===== src/rtl/top_level_pkg.sv =====
// Shared types and constants for the pattern-search program engine.
package top_level_pkg;

    typedef enum logic [2:0] {
        LOAD_PAT,
        SCAN,
        WR_CTB,
        WR_CTO,
        WR_CTS,
        WR_CYC,
        DONE
    } state_t;

    localparam logic [7:0] ADDR_PAT = 8'd32;
    localparam logic [7:0] ADDR_CTB = 8'd33;
    localparam logic [7:0] ADDR_CTO = 8'd34;
    localparam logic [7:0] ADDR_CTS = 8'd35;
    localparam logic [7:0] ADDR_CYC = 8'd36;
    localparam int         MSG_BYTES = 32;

    // Counts how many of the four 5-bit windows starting at bit lo of w equal p.
    function automatic logic [2:0] count4(input logic [15:0] w, input int lo, input logic [4:0] p);
        logic [2:0] cnt;
        cnt = 3'd0;
        for (int k = 0; k < 4; k++) begin
            if (w[(lo + k) +: 5] == p) cnt = cnt + 3'd1;
        end
        return cnt;
    endfunction

endpackage


===== src/rtl/top_level_data_mem.sv =====
// 256x8 data memory: combinational read, synchronous write, no reset.
module data_mem (
    input  logic       clk,
    input  logic       we,
    input  logic [7:0] addr,
    input  logic [7:0] wdata,
    output logic [7:0] rdata
);

    logic [7:0] core [0:255];

    assign rdata = core[addr];

    always_ff @(posedge clk) begin
        if (we) core[addr] <= wdata;
    end

endmodule


===== src/rtl/top_level.sv =====
// Program engine, progID=3 runs a 5-bit pattern search over 32 message bytes.
// Optional TOP_LEVEL_CYCLE_COUNT_EN stores the run's cycle count into core[36].
module top_level
    import top_level_pkg::*;
#(
    parameter int progID = 3
) (
    input  logic clk,
    input  logic reset,
    output logic done
);

    state_t     state, next_state;
    logic [4:0] idx;
    logic [4:0] pat;
    logic [7:0] prev;
    logic [7:0] ctb, cto, cts;

    logic       mem_we;
    logic [7:0] mem_addr, mem_wdata, mem_rdata;
    logic [2:0] in_cnt, cross_cnt;

    data_mem dm1 (
        .clk   (clk),
        .we    (mem_we),
        .addr  (mem_addr),
        .wdata (mem_wdata),
        .rdata (mem_rdata)
    );

    // Crossing windows straddle the previous byte's low nibble and the current byte's high bits.
    assign in_cnt    = count4({8'h00, mem_rdata}, 0, pat);
    assign cross_cnt = count4({prev, mem_rdata}, 4, pat);

`ifdef TOP_LEVEL_CYCLE_COUNT_EN
    logic [7:0] cyc;

    always_ff @(posedge clk or posedge reset) begin
        if (reset) cyc <= 8'd0;
        else       cyc <= cyc + 8'd1;
    end
`endif

    always_ff @(posedge clk or posedge reset) begin
        if (reset) begin
            state <= LOAD_PAT;
            idx   <= 5'd0;
            pat   <= 5'd0;
            prev  <= 8'd0;
            ctb   <= 8'd0;
            cto   <= 8'd0;
            cts   <= 8'd0;
        end else begin
            state <= next_state;
            case (state)
                LOAD_PAT: pat <= mem_rdata[4:0];
                SCAN: begin
                    ctb  <= ctb + 8'(in_cnt);
                    cto  <= cto + {7'd0, (in_cnt != 3'd0)};
                    cts  <= cts + 8'(in_cnt) + ((idx != 5'd0) ? 8'(cross_cnt) : 8'd0);
                    prev <= mem_rdata;
                    idx  <= idx + 5'd1;
                end
                default: ;
            endcase
        end
    end

    always_comb begin
        next_state = state;
        mem_addr   = ADDR_PAT;
        mem_we     = 1'b0;
        mem_wdata  = 8'd0;
        done       = 1'b0;
        case (state)
            LOAD_PAT: next_state = (progID == 3) ? SCAN : DONE;
            SCAN: begin
                mem_addr = {3'b000, idx};
                if (idx == 5'(MSG_BYTES - 1)) next_state = WR_CTB;
            end
            WR_CTB: begin
                mem_addr   = ADDR_CTB;
                mem_we     = 1'b1;
                mem_wdata  = ctb;
                next_state = WR_CTO;
            end
            WR_CTO: begin
                mem_addr   = ADDR_CTO;
                mem_we     = 1'b1;
                mem_wdata  = cto;
                next_state = WR_CTS;
            end
            WR_CTS: begin
                mem_addr  = ADDR_CTS;
                mem_we    = 1'b1;
                mem_wdata = cts;
`ifdef TOP_LEVEL_CYCLE_COUNT_EN
                next_state = WR_CYC;
`else
                next_state = DONE;
`endif
            end
`ifdef TOP_LEVEL_CYCLE_COUNT_EN
            WR_CYC: begin
                mem_addr   = ADDR_CYC;
                mem_we     = 1'b1;
                mem_wdata  = cyc;
                next_state = DONE;
            end
`endif
            DONE:    done = 1'b1;
            default: next_state = DONE;
        endcase
    end

endmodule


===== config.mk =====
export PLATFORM = sky130hd
export DESIGN_NAME = top_level
export DESIGN_NICKNAME = d
export VERILOG_FILES = /design/src/rtl/top_level_pkg.sv /design/src/rtl/top_level_data_mem.sv /design/src/rtl/top_level.sv
export SDC_FILE = /design/constraint.sdc
export NUM_CORES = 1
export LEC_CHECK = 0
export BUFFER_PORTS_ARGS = -buffer_cell sky130_fd_sc_hd__buf_2
export CORE_AREA = 8 8 45 47
export DETAILED_ROUTE_END_ITERATION = 6
export DIE_AREA = 0 0 53 55
export HOLD_SLACK_MARGIN = 0.15
export PLACE_DENSITY = 0.44
export SLEW_MARGIN = 10
export SYNTH_ARGS = -nofsm -noshare
export SYNTH_HDL_FRONTEND = slang
export SYNTH_HIERARCHICAL = 1
export SYNTH_SLANG_ARGS = --single-unit

===== constraint.sdc =====
create_clock -name clk -period 3.87 [get_ports clk]
set_input_delay 0 -clock clk [delete_from_list [all_inputs] [get_ports clk]]
set_output_delay 0 -clock clk [all_outputs]
set_load 0.01 [all_outputs]

-- Word-level counts from Yosys, hierarchy flattened
Cells that the tools add are included.
- logic and storage cells: 15
- register bits: 8
- output and inout port bits: 1
- memories kept: 0
- input bits: 2
- memory bits (read-only): 0
- RAM bits: 0
- latch bits: 0
- muxes and demuxes: 3
- bitwise operators: 1
- div/mod/pow operators: 0
- reduce and logical (&&, ||, !) cells: 2
- $add $sub $neg: 1
- shift-type cells: 0
- $mul: 0
- equality and inequality tests: 6
- order comparisons: 0
- operators with widths (cell ; count):
    $pmux W3 S5 ; 1
    $eq A3 B2 Y1 const B ; 2
    $add A5 B1 Y5 const B ; 1
    $eq A5 B5 Y1 const B ; 1
    $eq A3 B1 Y1 const B ; 1
    $eq A3 B3 Y1 const B ; 1
    $logic_not A3 Y1 ; 1
    $mux W3 ; 1
    $ne A2 B2 Y1 const B ; 1
    $reduce_and A2 Y1 ; 1
    $mux W1 ; 1
    $not A1 Y1 ; 1

-- Logic depth before layout (Yosys ltp)
- depth after elaboration: 3
- mapped depth: 6
- gate-level depth less buffers: 6

-- Worst setup path before layout
OpenSTA, ideal clock, no wires.
- path type: register to register
- start point: register idx[0]
- end point: register idx[4]
- library setup time: 0.125 ns
- period minus slack after synthesis: 1.383 ns
- path slack: 2.487 ns
- required time: 3.745 ns
- cell stages (with the launch flop): 5
- path buffers: 0
- arrival time: 1.258 ns
- cells stage by stage: dfrtp_1 ha_1 and3_1 ha_1 mux2_2
- longest elaborated chain between the ends: 1
- ends and longest elaborated chain (item ; RTL line ; source):
    start, declared ; top_level.sv:14 ; logic [4:0] idx;
    start signal, assigned ; top_level.sv:62 ; idx <= idx + 5'd1;
    $add A5 B1 Y5 ; top_level.sv:62 ;
Every way passes these cells.
A chain may end at the register's enable or synchronous reset.

-- Final worst setup path
Ends and elaborated chain as after synthesis.

==> impl_metrics.yaml <==
run_status:
  status: "finished clean"
synth:
  syn_area_um2: 358
  yosys_most_used_dff: "dfrtp_1"
  ys_ff_latch: 8
  synth-edff-count: 0
  ys_warn_count: 6
  synth_compound_area_share_pct: 5.24
  synthesis.nets: 33
  synth_top_family_by_area: "simple AND/OR/NAND/NOR gates"
  netlist_instances: 29
  synth-simple-area-share_pct: 16.1
  yosys.cell_count.top_type: "dfrtp_1"
  synth_cell_types: 15
  yosysTopAreaCell: "dfrtp_1"
  synthTopCellsByArea: "dfrtp_1 (56%), ha_1 (7.0%), mux2_2 (6.3%), nor3b_4 (5.2%), xnor2_1 (4.9%)"
  seq_area_frac_synth_pct: 55.9
  synthAdderAreaFrac_pct: 6.99
  post_synth.cell_area_avg_um2: 12.3
  async_reset_ff_share_pct: 100
  synth_commonest_cells: "dfrtp_1 (8), nor2_1 (3)"
  synthMuxAreaShare_pct: 6.29
  netlist.area_leader.share_pct: 55.9
  synth_xor_area_share_pct: 7.34
route:
  drt_iter0_markers: 2
  drc: 0
  vias: 222
  wire_per_inst_um: 10.5
  antenna_left: 0
  routed_wl_um: 535
  firstDrtPassIters: 2
  viasPerCell: 4.35
sta:
  post-route-period-util_pct: 37.2
  finalSetupTns_ns: 0
  min_period_ns: 1.44
  final.setup.worst_slack_ns: 2.43
  rsz0062_at_grt: "false"
  maxSlewHeadroom_pct: 79.2
  tightest_slew_ns: 0.311
  slew_violations: 0
  fmax_mhz: 695
  setup_viol: 0
  finalHoldViolations: 0
  skew_ns: 0.00725
placed_design:
  dpl_worst_slack_ns: 2.44
  io_buffers: 2
  dp_hpwl_um: 433
  gp_congestion: 0.580
clock_network:
  cts_sinks: 8
  cts_tree: "yes"
  clockBufferDepth: 2
  worstSkewPairLatency_ns: 0.25
  cts-root-buf: "clkbuf_4"
  htree_levels: 1
  clkTransAtPathRegs_ns: 0.06
  numCtsBuffers: 3
  post-cts-setup-buffers: 0
critical_path:
  cp.arrival_ns: 1.58
  reg2reg_depth: 4
  required_ns: 4.01
  critPathKind: "register to register"
  cp-start-kind: "register"
  endpoint_kind: "register"
  crit_fanout: 3
layout:
  drive_gt1_share_pct: 28.6
  final_nets: 41
  antenna_cells: 0
  area_growth_pct: 17.5
floorplanning:
  die-area_um2: 2920
  initial_core_util_pct: 25.9
  core-area_um2: 1380
  die_w_um: 53
  io_pins: 3
  die_y_um: 55
  rows: 14
global_routing:
  antenna_found_initial: 0
  grtUsageTotal_pct: 5.01
  grt_pass1_wl_um: 1010
  gr-total-overflow: 0
  grt_max_degree: 9
  grt_pass1_vias: 264
power_and_ir_drop:
  leakagePower_nw: 0.222
  powerDensity_nw_per_um2: 354
  ir_drop_uv: 118
min_path:
  hp-class: "input port to async pin"
job:
  timing.max_cap.violations: 0
-- per-layer routing --
| layer | global-route usage, % | vias to the layer above | wire [µm] |
|---|---|---|---|
| met5 | 0 | - | 0 |
| met4 | 5.17 | 0 | 17 |
| met3 | 1.87 | 2 | 30 |
| met2 | 8.20 | 4 | 258 |
| met1 | 4.64 | 104 | 228 |
| li1 | - | 112 | - |
-- cell type report --
class,instances,area [µm²]
well taps,16,20.0
repair buffers,3,20.0
clock buffers,3,22.5
flip-flops and latches,8,200
multi-input cells,19,150
fillers,146,963
inverters,2,7.51
-- worst max-delay path, cell delays in order, from the launching register on --
cell	delay, ns
dfrtp_1	0.40
ha_1	0.22
and3_1	0.19
ha_1	0.26
mux2_2	0.26
-- final timing paths --
path	startpoint	endpoint	slack, ns
max reg2reg	idx[0]	idx[4]	2.43
min	reset	idx[4]	0.23
min reg2reg	idx[3]	idx[3]	0.48
min in group clk	idx[3]	idx[3]	0.48
max	idx[0]	idx[4]	2.43
max in group asynchronous	reset	state[2]	3.39
-- cell usage in the layout (no fill, tap or decap) --
| master | instances |
|---|---|
| dfrtp_1 | 8 |
| buf_2 | 2 |
| nand2_1 | 2 |
| xor2_1 | 1 |
| xnor2_1 | 2 |
| and3_2 | 1 |
| a21oi_1 | 1 |
| a21o_2 | 1 |
| clkbuf_4 | 3 |
| nor3b_4 | 1 |
| ha_1 | 2 |
| dlygate4sd3_1 | 1 |
| inv_1 | 2 |
| o21ai_0 | 1 |
| and3_1 | 1 |
| nand4_1 | 1 |
| mux2_2 | 2 |
| nor2_1 | 3 |
-- kinds of logic after synthesis --
| kind of cell | Yosys count |
|---|---|
| muxes | 2 |
| buffers and inverters | 2 |
| xor gates and xnor gates | 3 |
| DFF | 8 |
| and+or+nand+nor | 9 |
| AOI/OAI and AO/OA | 3 |
| adders and majority gates | 2 |
-- state kept, by name (all words and copies together), names as in the netlist --
name and flops:
state 3, idx 5
-- power breakdown --
group,switching [mW],internal [mW]
Clock,0.0267,0.0354
Sequential,0,0.0838
Combinational,0.00179,0.00108
Total,0.0285,0.120
-- stage by stage --
stage                     cell area, µm²  hold WS, ns  std cells  utilization [%]  power, mW
after floorplan                      358       -0.184         29                -     0.0865
after global placement               388      -0.0444         47             28.0     0.0874
after detailed placement             388      -0.0405         47             28.0     0.0874
after CTS                            420        0.239         51             30.4      0.153
after global routing                 420        0.277         51             30.4      0.160
final                                420        0.234         51             30.4      0.149
-- timing repair --
action,in CTS,in global routing
hold buffers,1,0
endpoints found under the hold margin,8,0
gates resized for setup,0,0
endpoints found under the setup margin,0,0
No activity file was read; power rests on OpenSTA's default activity.
